<file path="config.mk">
export PLATFORM = sky130hd
export DESIGN_NAME = alarm_controller
export DESIGN_NICKNAME = d
export VERILOG_FILES = /design/src/rtl/alarm_pkg.sv /design/src/rtl/alarm_sync2.sv /design/src/rtl/alarm_controller.sv
export SDC_FILE = /design/constraint.sdc
export NUM_CORES = 1
export LEC_CHECK = 0
export CAP_MARGIN = 20
export CORE_MARGIN = 2
export CORE_UTILIZATION = 45
export CTS_CLUSTER_DIAMETER = 40
export DETAILED_ROUTE_END_ITERATION = 6
export PLACE_DENSITY = 0.8
export SYNTH_ARGS = -nofsm -noshare
export SYNTH_HDL_FRONTEND = slang
export SYNTH_SLANG_ARGS = --single-unit
</file>
<file path="constraint.sdc">
create_clock -name clk -period 4.7 [get_ports clk]
set_clock_uncertainty 0.1 [all_clocks]
set_input_delay 0.47 -clock clk [delete_from_list [all_inputs] [get_ports clk]]
set_output_delay 0.47 -clock clk [all_outputs]
set_load 0.02 [all_outputs]
</file>
<file path="src/rtl/alarm_pkg.sv">
// Shared state encodings, display codes and a sizing helper for alarm_controller.
package alarm_pkg;

  typedef enum logic [2:0] {
    ST_DISARMED = 3'd0,
    ST_EXIT     = 3'd1,
    ST_ARMED    = 3'd2,
    ST_ENTRY    = 3'd3,
    ST_ALARM    = 3'd4,
    ST_SILENCED = 3'd5
  } state_e;

  localparam logic [3:0] DIG_OFF   = 4'h0;
  localparam logic [3:0] DIG_EXIT  = 4'hE;
  localparam logic [3:0] DIG_ARMED = 4'hA;

  function automatic int max3(input int a, input int b, input int c);
    int m;
    m = (a > b) ? a : b;
    return (m > c) ? m : c;
  endfunction

endpackage

</file>
<file path="src/rtl/alarm_sync2.sv">
// Parametrised-width two-flop synchroniser with asynchronous active-high reset.
module sync2 #(
  parameter int W = 1
) (
  input  logic         clk,
  input  logic         reset,
  input  logic [W-1:0] d_i,
  output logic [W-1:0] q_o
);

  logic [W-1:0] meta_q;
  logic [W-1:0] sync_q;

  always_ff @(posedge clk or posedge reset) begin
    if (reset) begin
      meta_q <= '0;
      sync_q <= '0;
    end else begin
      meta_q <= d_i;
      sync_q <= meta_q;
    end
  end

  assign q_o = sync_q;

endmodule

</file>
<file path="src/rtl/alarm_controller.sv">
// Home alarm FSM: exit/entry delays, timed siren, zone latch and status digit.
// Optional door chime in DISARMED is built when ALARM_CHIME_EN is defined.
module alarm_controller
  import alarm_pkg::*;
#(
  parameter int N_SENSORS    = 4,
  parameter int EXIT_DELAY   = 8,
  parameter int ENTRY_DELAY  = 4,
  parameter int SIREN_CYCLES = 16
) (
  input  logic                               clk,
  input  logic                               reset,
  input  logic                               arm,
  input  logic [N_SENSORS-1:0]               sensor,
  output logic                               alarm,
  output logic [2:0]                         state,
  output logic [$clog2(N_SENSORS+1)-1:0]     trip_count,
  output logic [3:0]                         digit
`ifdef ALARM_CHIME_EN
  ,
  output logic                               chime
`endif
);

  localparam int CW   = $clog2(N_SENSORS + 1);
  localparam int TMAX = max3(EXIT_DELAY, ENTRY_DELAY, SIREN_CYCLES);
  localparam int TW   = (TMAX > 1) ? $clog2(TMAX) : 1;

  localparam logic [TW-1:0] EXIT_LOAD  = TW'(EXIT_DELAY - 1);
  localparam logic [TW-1:0] ENTRY_LOAD = TW'(ENTRY_DELAY - 1);
  localparam logic [TW-1:0] SIREN_LOAD = TW'(SIREN_CYCLES - 1);

  logic [N_SENSORS-1:0] s_sync;
  logic                 arm_s;

  sync2 #(.W(N_SENSORS)) u_sync_sensor (
    .clk   (clk),
    .reset (reset),
    .d_i   (sensor),
    .q_o   (s_sync)
  );

  sync2 #(.W(1)) u_sync_arm (
    .clk   (clk),
    .reset (reset),
    .d_i   (arm),
    .q_o   (arm_s)
  );

  state_e               state_q, state_d;
  logic [TW-1:0]        timer_q, timer_d;
  logic [N_SENSORS-1:0] latch_q, latch_d;
  logic [CW-1:0]        trip_cnt_q, trip_cnt_d;
  logic [3:0]           digit_q, digit_d;
  logic [CW-1:0]        pop;
  logic                 trip;
  logic                 new_zone;
  logic                 timer_zero;

  assign trip       = |s_sync;
  assign new_zone   = |(s_sync & ~latch_q);
  assign timer_zero = (timer_q == '0);

  always_comb begin
    pop = '0;
    for (int i = 0; i < N_SENSORS; i++) pop = pop + CW'(latch_q[i]);
  end

  always_comb begin
    state_d    = state_q;
    timer_d    = timer_q;
    latch_d    = latch_q;
    trip_cnt_d = pop;

    if (state_q inside {ST_ARMED, ST_ENTRY, ST_ALARM, ST_SILENCED})
      latch_d = latch_q | s_sync;

    case (state_q)
      ST_DISARMED: begin
        if (arm_s) begin
          state_d    = ST_EXIT;
          timer_d    = EXIT_LOAD;
          latch_d    = '0;
          trip_cnt_d = '0;
        end
      end
      ST_EXIT: begin
        if (timer_zero) state_d = ST_ARMED;
        else            timer_d = timer_q - 1'b1;
      end
      ST_ARMED: begin
        if (trip) begin
          state_d = ST_ENTRY;
          timer_d = ENTRY_LOAD;
        end
      end
      ST_ENTRY: begin
        // A closing sensor does not cancel the countdown; only disarm does.
        if (timer_zero) begin
          state_d = ST_ALARM;
          timer_d = SIREN_LOAD;
        end else begin
          timer_d = timer_q - 1'b1;
        end
      end
      ST_ALARM: begin
        if (timer_zero) state_d = ST_SILENCED;
        else            timer_d = timer_q - 1'b1;
      end
      ST_SILENCED: begin
        if (new_zone) begin
          state_d = ST_ALARM;
          timer_d = SIREN_LOAD;
        end
      end
      default: state_d = ST_DISARMED;
    endcase

    // Disarm wins over every other transition; the zone memory is kept.
    if (!arm_s) begin
      state_d = ST_DISARMED;
      timer_d = '0;
    end
  end

  // Digit follows the next state so it changes on the same edge as state.
  always_comb begin
    digit_d = DIG_OFF;
    case (state_d)
      ST_DISARMED: digit_d = (trip_cnt_d == '0) ? DIG_OFF : 4'(trip_cnt_d);
      ST_EXIT:     digit_d = DIG_EXIT;
      ST_ARMED:    digit_d = DIG_ARMED;
      default:     digit_d = 4'(trip_cnt_d);
    endcase
  end

  always_ff @(posedge clk or posedge reset) begin
    if (reset) begin
      state_q    <= ST_DISARMED;
      timer_q    <= '0;
      latch_q    <= '0;
      trip_cnt_q <= '0;
      digit_q    <= DIG_OFF;
    end else begin
      state_q    <= state_d;
      timer_q    <= timer_d;
      latch_q    <= latch_d;
      trip_cnt_q <= trip_cnt_d;
      digit_q    <= digit_d;
    end
  end

  assign alarm      = (state_q == ST_ALARM);
  assign state      = state_q;
  assign trip_count = trip_cnt_q;
  assign digit      = digit_q;

`ifdef ALARM_CHIME_EN
  logic [N_SENSORS-1:0] s_prev_q;

  always_ff @(posedge clk or posedge reset) begin
    if (reset) s_prev_q <= '0;
    else       s_prev_q <= s_sync;
  end

  assign chime = (state_q == ST_DISARMED) && |(s_sync & ~s_prev_q);
`endif

endmodule

</file>
==> Word-level counts from Yosys, hierarchy flattened <==
Index checks and enable logic that the tools add are counted.
{ "word_totals": {"ff_bits": 28, "input_bits": 7, "out_inout_bits": 11} }
{ "classes": {"reduce_logical": 9, "eq_ne": 11, "n_mux": 20, "add_sub_neg": 4, "bitwise_logic": 3} }
{ "op_table": {"columns": ["cell", "n"], "rows": [
  ["2-to-1 mux 4 bit", 8],
  ["2-to-1 mux 3 bit", 9],
  ["one-hot mux 4 bit (5 select lines)", 1],
  ["one-hot mux 3 bit (6 select lines)", 1],
  ["one-hot mux 4 bit (3 select lines)", 1],
  ["equality test 3 x 2 -> 1 bit, second input constant", 3],
  ["logical NOT 3 bit", 3],
  ["!= test 3 bit, second input constant", 3],
  ["OR reduction 4 bit", 2],
  ["equality test 3 x 1 -> 1 bit, second input constant", 2],
  ["equality test 3 bit, second input constant", 2],
  ["!= test 6 bit, second input constant", 1],
  ["AND 4 bit", 1],
  ["logical NOT 4 bit", 1],
  ["inverter 4 bit", 1],
  ["OR 4 bit", 1],
  ["AND reduction 4 bit", 1],
  ["nonzero test 4 bit", 1],
  ["subtractor 4 x 1 -> 4 bit, second input constant", 1],
  ["adder 2 x 1 -> 3 bit", 1],
  ["adder 3 x 1 -> 3 bit", 1],
  ["adder 1 x 1 -> 2 bit", 1],
  ["OR reduction 2 bit", 1]
]} }

==> Depth between registers and ports, before layout <==
Gate-level depths: netlist of the first run.
{ "depth": {"word_depth": 8, "ltp_mapped": 8} }

==> Modules after synthesis <==
From an unflattened synthesis of the first run, not the netlist that was laid out.
{ "hier_totals": {"cells_unflattened": 118, "hier_area_um2": 1251.2} }
{ "modules_own_cells": {"columns": ["mod", "cells_each", "instances", "area_each_um2"], "rows": [
  ["alarm_controller", 106, 1, 993.5],
  ["sync2 at u_sync_sensor", 9, 1, 203.9],
  ["sync2 at u_sync_arm", 3, 1, 53.8]
]} }

==> Worst setup path after synthesis of the first run <==
OpenSTA, ideal clock, no wires.
{ "synth_timing": {"path_kind": "register to register", "from": "register timer_q[0]", "to": "register timer_q[0]", "path_buffers": 0, "synth_period_minus_slack_ns": 1.850, "path_slack_ns": 2.850, "required_ns": 4.480, "stages_incl_launch_ff": 8, "t_arrival_ns": 1.630, "path_cell_list": "dfrtp_1 > inv_1 > ha_1 > nor4bb_2 > and2_4 > o22a_4 > nor2_2 > o211a_1"} }
{ "synth_via": {"elab_chain_cells": 4} }
{ "synth_lines": {"columns": ["element", "line", "text"], "rows": [
  ["start: declaration", "alarm_controller.sv:51", "logic [TW-1:0] timer_q, timer_d;"],
  ["start signal: assignment", "alarm_controller.sv:146", "timer_q <= timer_d;"],
  ["subtractor 4 x 1 -> 4 bit / logical NOT 4 bit (equally long branches)", null, null],
  ["2-to-1 mux 4 bit, on equally long branches", "alarm_controller.sv:88, alarm_controller.sv:107, alarm_controller.sv:99", null],
  ["one-hot mux 4 bit (5 select lines)", "alarm_controller.sv:78", "case (state_q)"],
  ["2-to-1 mux 4 bit", "alarm_controller.sv:120", "if (!arm_s) begin"]
]} }
Several ways; a longest one is shown, not always the timed one. The select of a mux whose other input is x is not followed.
A chain may end at the register's enable or synchronous reset.

==> Worst setup path after layout of the first run <==
{ "layout_timing": {"from": "register state_q[1], in the netlist state[1]", "to": "output port alarm"} }
{ "layout_via": {"elab_chain_cells": 1} }
{ "layout_lines": {"columns": ["element", "line", "text"], "rows": [
  ["start: declaration", "alarm_controller.sv:50", "state_e state_q, state_d;"],
  ["start signal: assignment", "alarm_controller.sv:145", "state_q <= state_d;"],
  ["equality test 3 bit", "alarm_controller.sv:153", "assign alarm = (state_q == ST_ALARM);"],
  ["end: declaration", "alarm_controller.sv:15", "output logic alarm,"]
]} }
No other way between the ends.

==> flow_metrics.env, run 1 <==
export IMPL_outcome="completed"
export IMPL_ys_seq_area_share_pct=54.53
export IMPL_rsz0062_at_grt="no"
export IMPL_cp_arrival_ns=2.08
export IMPL_vias_per_cell=5.360
export IMPL_antennaDiodeCount=0
export IMPL_power_mw=0.8804
export IMPL_critPathRequiredTime_ns=4.13
export IMPL_yosysWarningCount=0
export IMPL_synth_edf_count=0
export IMPL_routed_wirelength_um=2140
export IMPL_synth_nets=124
export IMPL_nFillCells=212
export IMPL_track_usage_pct=14.50
export IMPL_p_sw_share_pct=35.01
export IMPL_io_buffers=17
export IMPL_ant_nets=0
export IMPL_die_area_mm2=0.003299
export IMPL_wl_per_cell_um=13.05
export IMPL_path_clk_slew_ns=0.14
export IMPL_avgSynthCellArea_um2=11.37
export IMPL_setup_tns_ns=0
export IMPL_worst_pin_slew_ns=0.8294
export IMPL_min_period_over_period_pct=56.49
export IMPL_maxSlewHeadroom_pct=44.28
export IMPL_cts_resized=0
export IMPL_dr_pass1_iters=4
export IMPL_grt_ovfl_total=0
export IMPL_internal_power_mw=0.5722
export IMPL_drtIter0Drc=23
export IMPL_cts_sinks=28
export IMPL_postCtsHoldBufs=0
export IMPL_finalSetupViolCount=0
export IMPL_fp_dieH_um=57.44
export IMPL_max_freq_mhz=376.7
export IMPL_io_pins=18
export IMPL_syn_area_mm2=0.001285
export IMPL_drive_gt1_share_pct=11.28
export IMPL_synthToLayoutAreaGrowth_pct=20.25
export IMPL_peakVddDrop_uv=351.7
export IMPL_ys_flop_type="dfrtp_1"
export IMPL_crit_path_max_fanout=17
export IMPL_synth_cell_type_count=39
export IMPL_critPathKind="reg2out"
export IMPL_hold_path_class="reg2reg"
export IMPL_cts_buffer_depth=2
export IMPL_vias=879
export IMPL_p_sw_mw=0.3082
export IMPL_synth_cells=113
export IMPL_post_cts_buffers=0
export IMPL_crit_path_start_kind="flip-flop"
export IMPL_synth_seq_cells=28
export IMPL_drv_cap=0
export IMPL_num_nets_final=145
export IMPL_slew_violations=0
export IMPL_whs_ns=0.2654
export IMPL_timing_final_crit_period_ns=2.655
export IMPL_grt_pass1_wl_um=3691
export IMPL_hold_violations=0
export IMPL_synth_top_cell_area_share_pct=54.53
export IMPL_drc=0
export IMPL_dieWidth_um=57.44
export IMPL_cts_buffers=3
export IMPL_cts_max_level=1
export IMPL_p_leak_nw=0.6948
export IMPL_antenna_found_initial=0
export IMPL_first_global_vias=843
export IMPL_synth_async_reset_ratio_pct=100.0
export IMPL_p_comb_share_pct=40.7
export IMPL_dp_hpwl_um=1573
export IMPL_yosys_top_cells_area="dfrtp_1 (55%), a21oi_1 (3.9%), ha_1 (2.9%)"
export IMPL_endpoint_kind="output pin"
export IMPL_start_util_pct=47.00
export IMPL_tritoncts="built"
export IMPL_grt_start_max_net_pins=29
export IMPL_power_density_mw_per_mm2=569.8
export IMPL_yosysTopAreaCell="dfrtp_1"
export IMPL_cts_root_buf="clkbuf_4"
export IMPL_rows=19
export IMPL_power_share_clock_pct=17.4
export IMPL_core_area_mm2=0.002734
export IMPL_gp_congestion=0.8483
export IMPL_clock_latency_ns=0.32
export IMPL_p_seq_share_pct=41.9
-- logic make-up after synthesis --
logic type               count (synthesis)  share of synthesized area (%)
AO/OA/AOI/OAI                           30                          17.53
multiplexers                             1                         0.7790
buffers and inverters                   12                          4.187
XOR/XNOR                                 3                          2.045
AND/OR/NAND/NOR                         35                          16.46
flip-flops                              28                          54.53
adder cells (fa/ha/maj)                  4                          4.479
-- power by group through the flow --
stage               registers (mW)  logic [mW]  clock network (mW)
finish                       0.369       0.359               0.153
global route                 0.379       0.400               0.171
CTS                          0.367       0.362               0.159
detailed placement           0.373       0.360                   0
global placement             0.368       0.352                   0
floorplan                    0.382       0.247                   0
-- layer usage --
layer	routed length [µm]	up-vias	GRT usage [%]
li1	-	435	-
met1	1054	425	19.38
met2	988	17	23.70
met3	78	2	2.721
met4	18	0	4.983
met5	0	-	0
-- layout make-up --
type | count | area, µm² | area share, %
clock buffers | 3 | 22.52 | 1.457
flip-flops and latches | 28 | 700.7 | 45.34
inverters | 10 | 37.54 | 2.429
multi-input cells | 73 | 530.5 | 34.33
repair buffers | 18 | 185.2 | 11.98
clock inverters | 1 | 30.03 | 1.943
well taps | 31 | 38.79 | 2.510
-- cell usage in the layout, fill, tap and decap left out, drive strengths merged, types with 2 or more instances in the layout --
cell type	instances
a31oi	3
dfrtp	28
nand2	5
inv	10
a211oi	2
clkdlybuf4s50	17
or4	2
and2	2
a21oi	10
xnor2	3
clkbuf	3
nor2	11
nand2b	2
ha	3
o21ai	5
nor2b	6
-- worst paths after layout --
check	slack (ns)	depth (start not counted)	startpoint	endpoint
worst max-delay path	2.05	3	state[1]$_DFF_PP0_	alarm
worst min-delay path	0.27	0	u_sync_sensor.meta_q[0]$_DFF_PP0_	u_sync_sensor.q_o[0]$_DFF_PP0_
worst max register to register	2.58	7	timer_q[0]$_DFFE_PP0P_	timer_q[1]$_DFFE_PP0P_
worst min register to register	0.27	0	u_sync_sensor.meta_q[0]$_DFF_PP0_	u_sync_sensor.q_o[0]$_DFF_PP0_
max in group asynchronous	3.68	3	reset	state[1]$_DFF_PP0_
min in group asynchronous	0.35	2	reset	u_sync_sensor.meta_q[3]$_DFF_PP0_
-- through the flow --
step	cells	worst slack (ns)	area (µm²)	util (%)
finish	164	2.045	1545	56.52
global route	164	1.939	1545	56.52
global placement	159	2.460	1478	54.05
CTS	163	2.036	1530	55.97
detailed placement	159	2.406	1478	54.05
floorplan	113	2.850	1285	-
-- cell usage after synthesis, drive strengths merged, types with 2 or more instances --
cell and n:
a211oi 2, a21oi 10, a31oi 3, and2 2
buf 2, dfrtp 28, ha 3, inv 10
nand2 5, nand2b 2, nor2 11, nor2b 6
o21ai 5, or4 2, xnor2 3
-- worst max-delay path: stages (launching register included) --
cell,delay (ns)
dfrtp_1,0.59
or3b_1,0.47
inv_1,0.10
clkdlybuf4s50_1,0.61
-- state kept, by name (all words and copies together) (netlist names) --
register	flops
trip_count	3
latch_q	4
u_sync_arm.q_o	1
digit	4
u_sync_sensor.meta_q	4
u_sync_sensor.q_o	4
timer_q	4
u_sync_arm.meta_q	1
state	3
Power figures use the tool's default switching activity.
==> inputs of run 2 (changes only) <==
==> constraint.sdc (replaced) <==
create_clock -name clk -period 2.55 [get_ports clk]
set_clock_uncertainty 0.1 [all_clocks]
set_input_delay 0.255 -clock clk [delete_from_list [all_inputs] [get_ports clk]]
set_output_delay 0.255 -clock clk [all_outputs]
set_load 0.02 [all_outputs]
==> flow_metrics.env, run 2 (same netlist as run 1, synthesis figures left out) <==
export IMPL_slew_violations=0
export IMPL_p_leak_nw=0.6906
export IMPL_synthToLayoutAreaGrowth_pct=18.99
export IMPL_critPathRequiredTime_ns=2.19
export IMPL_reg2reg_depth=7
export IMPL_p_sw_mw=0.5688
export IMPL_num_nets_final=146
export IMPL_io_buffers=17
export IMPL_dieWidth_um=57.44
export IMPL_antenna_found_initial=0
export IMPL_maxSlewHeadroom_pct=44.54
export IMPL_path_clk_slew_ns=0.14
export IMPL_crit_path_max_fanout=11
export IMPL_power_share_clock_pct=13.2
export IMPL_min_period_over_period_pct=92.88
export IMPL_worst_pin_slew_ns=0.8256
export IMPL_finalSetupViolCount=0
export IMPL_endpoint_kind="output pin"
export IMPL_path_cells="or3b_1, inv_1, clkdlybuf4s50_1"
export IMPL_drv_cap=0
export IMPL_r2r_start="timer_q[0]$_DFFE_PP0P_"
export IMPL_nFillCells=229
export IMPL_routed_wirelength_um=2169
export IMPL_fin_util_pct=55.93
export IMPL_postCtsHoldBufs=0
export IMPL_timing_final_crit_period_ns=2.368
export IMPL_cts_sinks=28
export IMPL_grt_start_max_net_pins=29
export IMPL_mostFrequentLayoutCells="dfrtp_1 (28), clkdlybuf4s50_1 (17), inv_1 (10), a21oi_1 (10), nor2_1 (9)"
export IMPL_cts_resized=0
export IMPL_peakVddDrop_uv=563.9
export IMPL_max_freq_mhz=422.2
export IMPL_crit_path_start_kind="flip-flop"
export IMPL_power_mw=1.561
export IMPL_vias=907
export IMPL_ant_nets=0
export IMPL_first_global_vias=852
export IMPL_power_density_mw_per_mm2=1021
export IMPL_critical_path_buf_inv_count=2
export IMPL_wl_per_cell_um=13.15
export IMPL_p_seq_share_pct=42.0
export IMPL_internal_power_mw=0.9923
export IMPL_r2r_slack_ns=0.49
export IMPL_whs_ns=0.1713
export IMPL_gp_congestion=0.8672
export IMPL_drive_gt1_share_pct=11.94
export IMPL_drc=0
export IMPL_grt_ovfl_total=0
export IMPL_die_area_mm2=0.003299
export IMPL_core_area_mm2=0.002734
export IMPL_reg2reg_to="timer_q[1]$_DFFE_PP0P_"
export IMPL_grt_pass1_wl_um=3643
export IMPL_stdcell_area_mm2=0.001529
export IMPL_hold_violations=0
export IMPL_fp_dieH_um=57.44
export IMPL_cts_buffers=3
export IMPL_multi_input_area_um2=530.5
export IMPL_rsz0062_at_grt="no"
export IMPL_dp_hpwl_um=1640
export IMPL_slowest_stage="clkdlybuf4s50_1"
export IMPL_dr_pass1_iters=4
export IMPL_clock_latency_ns=0.32
export IMPL_cts_root_buf="clkbuf_4"
export IMPL_cp_arrival_ns=2.01
export IMPL_post_cts_buffers=0
export IMPL_cpLargestDelayFamily="buffers and inverters"
export IMPL_p_comb_share_pct=44.7
export IMPL_placed_cell_area_mm2=0.001493
export IMPL_cp_slowest_stage_delay_ns=0.60
export IMPL_vias_per_cell=5.497
export IMPL_layout_commonest_cell="dfrtp_1"
export IMPL_critPathKind="reg2out"
export IMPL_io_pins=18
export IMPL_setup_tns_ns=0
export IMPL_cts_max_level=1
export IMPL_antennaDiodeCount=0
export IMPL_track_usage_pct=14.57
export IMPL_outcome="completed"
export IMPL_cts_buffer_depth=2
export IMPL_start_util_pct=47.00
export IMPL_p_sw_share_pct=36.43
export IMPL_hold_path_class="in2async"
export IMPL_drtIter0Drc=29
export IMPL_ff_latch_area_um2=700.7
export IMPL_rows=19
export IMPL_tritoncts="built"
run 2: worst reg2reg max path: stages (launching register included):
cell and delay, ns:
dfrtp_1 0.44, inv_1 0.08, ha_1 0.21, nor4bb_2 0.48
and2_4 0.24, o22a_4 0.14, nor2_2 0.05, a311oi_2 0.23
run 2: final cells by class:
cell class / count / area share, %
well taps: 31 / 2.537
clock buffers: 4 / 2.373
flip-flops and latches: 28 / 45.83
inverters: 10 / 2.455
multi-input cells: 73 / 34.70
repair buffers: 19 / 12.11
run 2: worst max-delay path by stage:
| stage | to | slack [ns] | startpoint | cells past startpoint |
|---|---|---|---|---|
| 2_1_floorplan | timer_q[0]$_DFFE_PP0P_ | 0.70 | timer_q[0]$_DFFE_PP0P_ | 7 |
| 3_3_place_gp | alarm | 0.53 | state[0]$_DFF_PP0_ | 3 |
| 3_5_place_dp | timer_q[1]$_DFFE_PP0P_ | 0.51 | timer_q[0]$_DFFE_PP0P_ | 7 |
| 4_1_cts | alarm | 0.15 | state[0]$_DFF_PP0_ | 3 |
| 5_1_grt | alarm | 0.08 | state[0]$_DFF_PP0_ | 3 |
| 6_report | alarm | 0.18 | state[0]$_DFF_PP0_ | 3 |
run 2: power by group through the flow:
stage | clock network (mW) | registers [mW] | logic [mW]
detailed placement | 0 | 0.665 | 0.703
floorplan | 0 | 0.704 | 0.454
global route | 0.237 | 0.672 | 0.765
finish | 0.207 | 0.656 | 0.698
CTS | 0.217 | 0.656 | 0.706
global placement | 0 | 0.660 | 0.676
run 2: per-layer routing:
layer | routed length [µm] | global-route usage (%) | share of wire, % | vias up
met5 | 0 | 0 | 0 | -
met4 | 26 | 6.312 | 1.2 | 0
met3 | 115 | 3.401 | 5.3 | 4
met2 | 1066 | 25.00 | 49 | 28
met1 | 959 | 17.38 | 44 | 440
li1 | - | - | - | 435
run 2: metrics by stage:
stage / std cells / worst slack (ns)
2_1_floorplan: 113 / 0.6998
3_3_place_gp: 161 / 0.5272
3_5_place_dp: 161 / 0.5116
4_1_cts: 165 / 0.1546
5_1_grt: 165 / 0.08475
6_report: 165 / 0.1815
